<file path="config.mk">
export PLATFORM = sky130hd
export DESIGN_NAME = gpio_irq_ctrl
export DESIGN_NICKNAME = d
export VERILOG_FILES = /design/src/rtl/gpio_irq_pkg.sv /design/src/rtl/gpio_sync_edge.sv /design/src/rtl/gpio_irq_ctrl.sv
export SDC_FILE = /design/constraint.sdc
export NUM_CORES = 1
export LEC_CHECK = 0
export BUFFER_PORTS_ARGS = -buffer_cell sky130_fd_sc_hd__clkbuf_2
export CORE_UTILIZATION = 24
export DETAILED_ROUTE_END_ITERATION = 6
export HOLD_SLACK_MARGIN = 0.06
export SLEW_MARGIN = 20
export SYNTH_ARGS = -nofsm -noshare
export SYNTH_HDL_FRONTEND = slang
export SYNTH_SLANG_ARGS = --single-unit
</file>
<file path="constraint.sdc">
create_clock -name clk -period 2.7 [get_ports clk]
set_input_delay 0.27 -clock clk [delete_from_list [all_inputs] [get_ports clk]]
set_output_delay 0.27 -clock clk [all_outputs]
set_load 0.03 [all_outputs]
</file>
<file path="src/rtl/gpio_irq_pkg.sv">
// GPIO interrupt controller shared definitions:
// register offsets, CONFIG field positions and MSI FSM encoding.
package gpio_irq_pkg;

    localparam logic [2:0] REG_DATA_IN  = 3'd0;
    localparam logic [2:0] REG_DATA_OUT = 3'd1;
    localparam logic [2:0] REG_DIR      = 3'd2;
    localparam logic [2:0] REG_MASK     = 3'd3;
    localparam logic [2:0] REG_RISE     = 3'd4;
    localparam logic [2:0] REG_FALL     = 3'd5;
    localparam logic [2:0] REG_STATUS   = 3'd6;
    localparam logic [2:0] REG_CONFIG   = 3'd7;

    localparam int CFG_GIE_BIT  = 0;
    localparam int CFG_HOLD_LSB = 16;

    typedef enum logic [1:0] {
        MSI_IDLE = 2'd0,
        MSI_REQ  = 2'd1,
        MSI_HOLD = 2'd2
    } msi_state_e;

endpackage

</file>
<file path="src/rtl/gpio_sync_edge.sv">
// Multi-stage pad synchroniser with rise/fall detection
// on the synchronised value against its one-cycle-older copy.
module gpio_sync_edge #(
    parameter int N      = 8,
    parameter int STAGES = 2
) (
    input  logic         clk,
    input  logic         trn_reset_n,
    input  logic [N-1:0] gpio_in,
    output logic [N-1:0] sync_out,
    output logic [N-1:0] rise,
    output logic [N-1:0] fall
);

    logic [N-1:0] sync_q [STAGES];
    logic [N-1:0] prev_q;

    always_ff @(posedge clk or negedge trn_reset_n) begin
        if (!trn_reset_n) begin
            for (int i = 0; i < STAGES; i++) sync_q[i] <= '0;
            prev_q <= '0;
        end else begin
            sync_q[0] <= gpio_in;
            for (int i = 1; i < STAGES; i++) sync_q[i] <= sync_q[i-1];
            prev_q <= sync_q[STAGES-1];
        end
    end

    assign sync_out = sync_q[STAGES-1];
    assign rise     = sync_q[STAGES-1] & ~prev_q;
    assign fall     = ~sync_q[STAGES-1] & prev_q;

endmodule

</file>
<file path="src/rtl/gpio_irq_ctrl.sv">
// GPIO bank with edge-captured sticky status and
// rate-limited MSI request generation.
module gpio_irq_ctrl
    import gpio_irq_pkg::*;
#(
    parameter int N_GPIO      = 8,
    parameter int SYNC_STAGES = 2,
    parameter int HOLD_W      = 16
) (
    input  logic              clk,
    input  logic              trn_reset_n,
    input  logic              reg_wr,
    input  logic              reg_rd,
    input  logic [2:0]        reg_addr,
    input  logic [31:0]       reg_wdata,
    output logic [31:0]       reg_rdata,
    output logic              reg_rvalid,
    input  logic [N_GPIO-1:0] gpio_in,
    output logic [N_GPIO-1:0] gpio_out,
    output logic [N_GPIO-1:0] gpio_oe,
    input  logic              cfg_interrupt_msienable,
    output logic              cfg_interrupt_n,
    input  logic              cfg_interrupt_rdy_n,
    output logic              irq_pending
);

    logic [N_GPIO-1:0] sync_in, rise, fall, evt;
    logic [N_GPIO-1:0] data_out_q, dir_q, mask_q;
    logic [N_GPIO-1:0] rise_q, fall_q, status_q;
    logic [N_GPIO-1:0] status_d, w1c;
    logic              gie_q;
    logic [HOLD_W-1:0] holdoff_q, cnt_q, cnt_d;
    logic              arm_q, arm_d, accept;
    logic              rd_q;
    logic [31:0]       rd_data_q, rd_mux;
    msi_state_e        state_q, state_d;
    logic              wdata_unused;

    gpio_sync_edge #(
        .N      (N_GPIO),
        .STAGES (SYNC_STAGES)
    ) u_sync (
        .clk         (clk),
        .trn_reset_n (trn_reset_n),
        .gpio_in     (gpio_in),
        .sync_out    (sync_in),
        .rise        (rise),
        .fall        (fall)
    );

    assign wdata_unused = ^reg_wdata;

    assign evt = (rise_q & rise) | (fall_q & fall);
    assign w1c = (reg_wr && reg_addr == REG_STATUS)
               ? reg_wdata[N_GPIO-1:0] : '0;
    // A capture in the same cycle as a W1C wins.
    assign status_d = (status_q & ~w1c) | evt;
    assign arm_d = (arm_q & ~accept) | (|(evt & mask_q));

    always_ff @(posedge clk or negedge trn_reset_n) begin
        if (!trn_reset_n) begin
            data_out_q <= '0;
            dir_q      <= '0;
            mask_q     <= '0;
            rise_q     <= '0;
            fall_q     <= '0;
            status_q   <= '0;
            gie_q      <= 1'b0;
            holdoff_q  <= '0;
            arm_q      <= 1'b0;
        end else begin
            status_q <= status_d;
            arm_q    <= arm_d;
            if (reg_wr) begin
                case (reg_addr)
                    REG_DATA_OUT: data_out_q <= reg_wdata[N_GPIO-1:0];
                    REG_DIR:      dir_q      <= reg_wdata[N_GPIO-1:0];
                    REG_MASK:     mask_q     <= reg_wdata[N_GPIO-1:0];
                    REG_RISE:     rise_q     <= reg_wdata[N_GPIO-1:0];
                    REG_FALL:     fall_q     <= reg_wdata[N_GPIO-1:0];
                    REG_CONFIG: begin
                        gie_q     <= reg_wdata[CFG_GIE_BIT];
                        holdoff_q <= reg_wdata[CFG_HOLD_LSB +: HOLD_W];
                    end
                    default: ;
                endcase
            end
        end
    end

    always_comb begin
        rd_mux = '0;
        case (reg_addr)
            REG_DATA_IN:  rd_mux[N_GPIO-1:0] = sync_in;
            REG_DATA_OUT: rd_mux[N_GPIO-1:0] = data_out_q;
            REG_DIR:      rd_mux[N_GPIO-1:0] = dir_q;
            REG_MASK:     rd_mux[N_GPIO-1:0] = mask_q;
            REG_RISE:     rd_mux[N_GPIO-1:0] = rise_q;
            REG_FALL:     rd_mux[N_GPIO-1:0] = fall_q;
            REG_STATUS:   rd_mux[N_GPIO-1:0] = status_q;
            REG_CONFIG: begin
                rd_mux[CFG_GIE_BIT]            = gie_q;
                rd_mux[CFG_HOLD_LSB +: HOLD_W] = holdoff_q;
            end
        endcase
    end

    // Two-stage read path: sample in T, present in T+2.
    always_ff @(posedge clk or negedge trn_reset_n) begin
        if (!trn_reset_n) begin
            rd_q       <= 1'b0;
            rd_data_q  <= '0;
            reg_rvalid <= 1'b0;
            reg_rdata  <= '0;
        end else begin
            rd_q       <= reg_rd;
            reg_rvalid <= rd_q;
            if (reg_rd) rd_data_q <= rd_mux;
            if (rd_q)   reg_rdata <= rd_data_q;
        end
    end

    always_ff @(posedge clk or negedge trn_reset_n) begin
        if (!trn_reset_n) begin
            state_q <= MSI_IDLE;
            cnt_q   <= '0;
        end else begin
            state_q <= state_d;
            cnt_q   <= cnt_d;
        end
    end

    always_comb begin
        state_d = state_q;
        cnt_d   = cnt_q;
        accept  = 1'b0;
        unique case (state_q)
            MSI_IDLE: begin
                if (arm_q && gie_q && cfg_interrupt_msienable)
                    state_d = MSI_REQ;
            end
            MSI_REQ: begin
                if (!cfg_interrupt_rdy_n) begin
                    accept  = 1'b1;
                    state_d = MSI_HOLD;
                    cnt_d   = holdoff_q;
                end else if (!gie_q || !cfg_interrupt_msienable) begin
                    state_d = MSI_IDLE;
                end
            end
            MSI_HOLD: begin
                if (cnt_q == '0) state_d = MSI_IDLE;
                else             cnt_d   = cnt_q - HOLD_W'(1);
            end
            default: state_d = MSI_IDLE;
        endcase
    end

    assign cfg_interrupt_n = (state_q != MSI_REQ);
    assign irq_pending     = |(status_q & mask_q);
    assign gpio_out        = data_out_q;
    assign gpio_oe         = dir_q;

endmodule

</file>
==> results of run 1 <==
==> timing repair <==
action	4_1_cts	5_1_grt
hold buffers	14	1
hold endpoints to repair	59	1
gates resized for setup	0	0
==> sequential cells by signal, indices dropped and copies added (netlist names), 8 cells and up <==
| signal | flops |
|---|---|
| cnt_q | 16 |
| fall_q | 8 |
| gpio_oe | 8 |
| gpio_out | 8 |
| holdoff_q | 16 |
| mask_q | 8 |
| rd_data_q | 24 |
| reg_rdata | 24 |
| rise_q | 8 |
| status_q | 8 |
| u_sync.prev_q | 8 |
| u_sync.sync_out | 8 |
| u_sync.sync_q | 8 |
==> synth_stat cells, types with 3 or more instances <==
cell,number
dfrtp_1,158
mux2_2,83
nand2_1,35
mux2i_1,26
nor2_1,26
o211ai_1,21
o21ai_0,17
clkbuf_1,15
nand3b_1,14
buf_2,12
nand3_1,10
buf_4,8
inv_1,8
a21o_1,7
mux4_2,7
a22oi_1,6
o311ai_0,6
nand4b_1,5
nor3_1,5
a21oi_1,4
nand2b_1,4
nand4_1,4
a31oi_1,3
and3_1,3
and4b_1,3
nor4_1,3
==> critical path, delay by kind of cell, from the launching register on <==
family	cells	cell delay, ns
DFF	1	0.43
AOI/OAI and AO/OA	2	0.74
and+or+nand+nor	2	0.75
==> cell type report <==
type                    count  share of cell area (%)
clock buffers              18                    5.08
repair buffers            115                    8.43
flip-flops and latches    158                    46.8
well taps                 378                    5.60
multi-input cells         333                    31.7
clock inverters            14                    1.99
inverters                   8                   0.356
==> final timing paths <==
path	startpoint	to	slack [ns]	cells past startpoint
worst min-delay path	reg_wdata[28]	holdoff_q[12]	0.08	2
worst max-delay path	cnt_q[4]	cnt_q[0]	0.64	4
worst min register to register	u_sync.sync_q[8]	u_sync.sync_out[0]	0.35	0
max in group asynchronous	trn_reset_n	state_q[0]	1.56	3
min in group asynchronous	trn_reset_n	u_sync.sync_q[10]	0.34	2
worst max register to register	cnt_q[4]	cnt_q[0]	0.64	4
==> placed cells by master, fill, tap and decap left out, drive strengths merged, types with 6 or more instances in the layout <==
cell,netlist,layout
dfrtp,158,158
clkbuf,15,100
mux2,83,83
nand2,35,35
nor2,26,26
mux2i,26,26
o211ai,22,22
buf,21,18
o21ai,17,17
inv,8,17
dlygate4sd3,0,15
nand3b,14,14
nand3,10,10
conb,1,8
a21o,7,7
mux4,7,7
a22oi,6,6
o311ai,6,6
==> through the flow <==
stage	hold slack, ns	setup slack [ns]	cell area, um2	utilization [%]
6_report	0.0843	0.639	8450	30.3
5_1_grt	0.0696	0.536	8450	30.3
4_1_cts	0.0647	0.671	8440	30.3
3_5_place_dp	0.252	0.651	7700	27.6
3_3_place_gp	0.252	0.651	7700	27.6
2_1_floorplan	-0.0256	1.02	6830	-
==> logic make-up after synthesis <==
| family | Yosys count |
|---|---|
| DFF | 158 |
| and+or+nand+nor | 126 |
| AOI/OAI and AO/OA | 82 |
| other | 1 |
| muxes | 116 |
| buffers and inverters | 44 |
| adders and majority gates | 1 |
==> layer usage <==
metal	part of all wire [%]	global-route usage [%]	up-vias
li1	-	-	2145
met1	46	16.4	2339
met2	48	19.3	137
met3	4.9	2.72	17
met4	1.4	3.96	0
met5	0	0	-
==> power by group through the flow <==
stage	Sequential, W	Clock, W	Combinational [W]
global placement	0.00303	0	0.00104
finish	0.00299	0.00243	0.00106
floorplan	0.00317	0	0.000507
CTS	0.00299	0.00251	0.00108
detailed placement	0.00304	0	0.00105
global route	0.00304	0.00261	0.00115
==> reports/qor.csv, run 1 <==
metric,value,unit
n_antenna_cell,0,
synth.avg_cell_area,12.9,um2
synth_enable_flop_cells,0,
fin_worst_skew,0.00969,ns
seqPwrFrac,46.1,%
synth_compound_area_share,8.64,%
synth_adder_area_share,0.184,%
fillerInstances,2848,
arrival,2.35,ns
switchingPower,0.00198,W
required,2.99,ns
max_slew_margin,50.1,%
grt_usage,12.2,%
dp_hpwl,11500,um
cp-start-kind,flip-flop,
drive_gt1_share,35.6,%
area_growth,24.1,%
core,27900,um2
setup-violations-final,0,
ys_warn_count,0,
fin_crit_sh,76.3,%
synthTopCellsByArea,"dfrtp_1 58%, mux2_2 14%, mux2i_1 3.8%, mux4_2 2.3%, o211ai_1 2.3%",
rsz0062_at_grt,no,
htreeDepth,4,
worst_pin_slew,0.746,ns
min_period,2.06,ns
cts_setup_buffers,0,
ys.flop_type,dfrtp_1,
cts_made_buffers,17,
ys_ff_latch,158,
cts.reportedPaths.clkPinSlew,0.07,ns
hp-class,input pin to flip-flop,
outcome,"finished, final reports clean",
synth-xor-area-share,0,%
critPathKind,flip-flop to flip-flop,
synth-seq-area-share,58.1,%
fp.dieW,170,um
cts_buffer_depth,2,
synth_top_area_share,58.1,%
grt_max_degree,78,
gp_congestion,0.814,
viasPerCell,4.53,
cts_root_buf,clkbuf_16,
p_clk_share,37.6,%
p_leak,3.65,nW
grt_overflow,0,
initial_core_util,24.4,%
synthMuxAreaShare,19.9,%
critPathMaxFanout,10,
vdd_drop_max,0.332,mV
synth_top_cell_by_area,dfrtp_1,
die_h,170,um
design.die.area,29000,um2
port_buffers,83,
route.antenna.remaining_nets,0,
grt_pass1_vias,4630,
slowest_stage,o21ai_0,
drcViolationCount,0,
dp_cells,977,
rows,61,
slowest_delay,0.55,ns
synth_area,6810,um2
syn-instance-count,528,
multiInputGateArea,2680,um2
power_frac_comb,16.3,%
ys_async_sr_fraction,100,%
first_pass_iters,6,
synth_cell_types,55,
cap_violations,0,
synth_top_family_by_area,multiplexers,
grt_antenna_before_repair,0,
cts_sinks,158,
path_cells,nor3_1 -> nand3_1 -> o21ai_0 -> a32oi_1,
via_count,4638,
slew_violations,0,
instances_no_fill,1024,
grt_pass1_wl,26500,um
cp-end-kind,flip-flop,
hold_viol,0,
regArea,3950,um2
powerDensity,767,nW/um2
fin_tns_setup,0,ns
synth-simple-area-share,10.1,%
power.total,0.00648,W
p_int,0.00450,W
max_freq,0.485,GHz
routedWlPerCell,16.1,um
fin_nets,683,
cts_tree,yes,
drt-initial-drc-count,311,
insertion_delay,0.43,ns
pin_count,100,
wirelength,16500,um
sw_frac_of_total,30.6,%
No activity file was read; power rests on OpenSTA's default activity.
==> run 2: changes to the inputs <==
==> constraint.sdc (replaced) <==
create_clock -name clk -period 2.1 [get_ports clk]
set_input_delay 0.21 -clock clk [delete_from_list [all_inputs] [get_ports clk]]
set_output_delay 0.21 -clock clk [all_outputs]
set_load 0.03 [all_outputs]
==> run 2 against run 1 <==
Effect of this change:
- clock power up 29%
- largest cell class unchanged
- clock-buffer cell count unchanged
- highest routed layer unchanged
- core utilization up 0.81 points
- wire length up 2.9%
- cell count up 2.2%
==> reports/qor.csv, run 2 (synthesized netlist as in run 1, its figures left out) <==
metric,value,unit
design.die.area,29000,um2
critPathMaxFanout,6,
place_area,7820,um2
p_int,0.00591,W
sw_frac_of_total,29.4,%
area_growth,27.4,%
grt_pass1_wl,26900,um
port_buffers,83,
grt_overflow,0,
power_frac_comb,16.7,%
grt_max_degree,49,
cts.reportedPaths.clkPinSlew,0.07,ns
fin_nets,707,
viasPerCell,4.54,
first_pass_iters,4,
holdWs,0.116,ns
cts_resized,0,
rr_worst_depth,4,
switchingPower,0.00246,W
fin_crit_sh,85.9,%
pin_count,100,
p_clk_share,37.4,%
seqPwrFrac,46.0,%
reg_top3,"rd_data_q x24, reg_rdata x24",
htreeDepth,4,
max_freq,0.554,GHz
dp_hpwl,11700,um
grt_usage,12.3,%
setup-violations-final,0,
fp.dieW,170,um
gp_congestion,0.798,
cts_sinks,158,
cts_tree,yes,
rows,61,
dp_cells,990,
utilization,31.1,%
cts_root_buf,clkbuf_16,
fin_worst_skew,0.0143,ns
hold_viol,0,
cts_setup_buffers,0,
arrival,2.14,ns
postLayoutCellArea,8670,um2
cts_made_buffers,17,
p_leak,3.76,nW
required,2.44,ns
routedWlPerCell,16.2,um
drt-initial-drc-count,242,
min_period,1.80,ns
critPathKind,flip-flop to flip-flop,
fillerInstances,2822,
cp-end-kind,flip-flop,
hp-class,input pin to flip-flop,
die_h,170,um
fin_tns_setup,0,ns
mostFrequentLayoutCell,dfrtp_1,
grt_antenna_before_repair,0,
wirelength,17000,um
max_slew_margin,64.5,%
instances_no_fill,1047,
initial_core_util,24.4,%
insertion_delay,0.43,ns
drive_gt1_share,36.3,%
route.antenna.remaining_nets,0,
rsz0062_at_grt,no,
outcome,"finished, final reports clean",
grt_pass1_vias,4727,
layout_common_cells,"158 x dfrtp_1, 83 x mux2_2, 82 x clkbuf_2",
cap_violations,0,
n_antenna_cell,0,
powerDensity,965,nW/um2
drcViolationCount,0,
slew_violations,0,
hold_buffers,26,
cp-start-kind,flip-flop,
core,27900,um2
min_path_cells,2,
worst_pin_slew,0.533,ns
cts_buffer_depth,2,
vdd_drop_max,0.441,mV
via_count,4757,
-- run 2: cell types whose count changed in the layout (fill, tap and decap cells not counted) --
cell / before / now
buf_4: 16 / 27
dlygate4sd3_1: 15 / 26
inv_8: 4 / 1
buf_12: 1 / 3
clkinv_8: 2 / 0
clkinvlp_4: 1 / 3
bufinv_16: 1 / 2
clkbuf_1: 1 / 0
clkbuf_8: 0 / 1
clkinv_2: 0 / 1
-- run 2: through the flow --
stage / setup WS (ns) / total power (W)
floorplan: 0.415 / 0.00472
global placement: 0.302 / 0.00525
detailed placement: 0.315 / 0.00528
CTS: 0.307 / 0.00849
global route: 0.163 / 0.00878
finish: 0.296 / 0.00836
-- run 2: worst paths after layout --
path | slack, ns | startpoint | endpoint
max reg2reg | 0.30 | cnt_q[8] | cnt_q[12]
min in group asynchronous | 0.32 | trn_reset_n | mask_q[2]
max in group asynchronous | 1.13 | trn_reset_n | state_q[0]
min | 0.12 | reg_wdata[7] | rise_q[7]
max | 0.30 | cnt_q[8] | cnt_q[12]
min reg2reg | 0.35 | u_sync.sync_q[8] | u_sync.sync_out[0]
-- run 2: cell type report --
cell class                      instances  area (um2)  share of cell area, %
Sequential cell                       158        3950                   45.6
Multi-Input combinational cell        333        2680                   30.9
Timing Repair Buffer                  139         945                   10.9
Tap cell                              378         473                   5.45
Clock buffer                           18         439                   5.06
Clock inverter                         13         151                   1.75
Inverter                                8        30.0                  0.346
-- run 2: power groups by stage --
stage | clock network (W) | registers, W | logic [W]
after global routing | 0.00335 | 0.00391 | 0.00152
final | 0.00313 | 0.00384 | 0.00139
after CTS | 0.00322 | 0.00385 | 0.00142
after floorplan | 0 | 0.00407 | 0.000652
after detailed placement | 0 | 0.00390 | 0.00138
after global placement | 0 | 0.00389 | 0.00136
-- run 2: metal layers --
| layer | global-route usage, % | wire (um) |
|---|---|---|
| met4 | 3.64 | 169 |
| met3 | 2.81 | 699 |
| met5 | 0 | 0 |
| met2 | 20.2 | 8350 |
| met1 | 16.1 | 7780 |
-- run 2: critical path, stage by stage, from the launching register on --
cell and delay, ns:
dfrtp_1 0.43, or3_4 0.41, or3_4 0.37, or3_1 0.37, o211ai_2 0.14
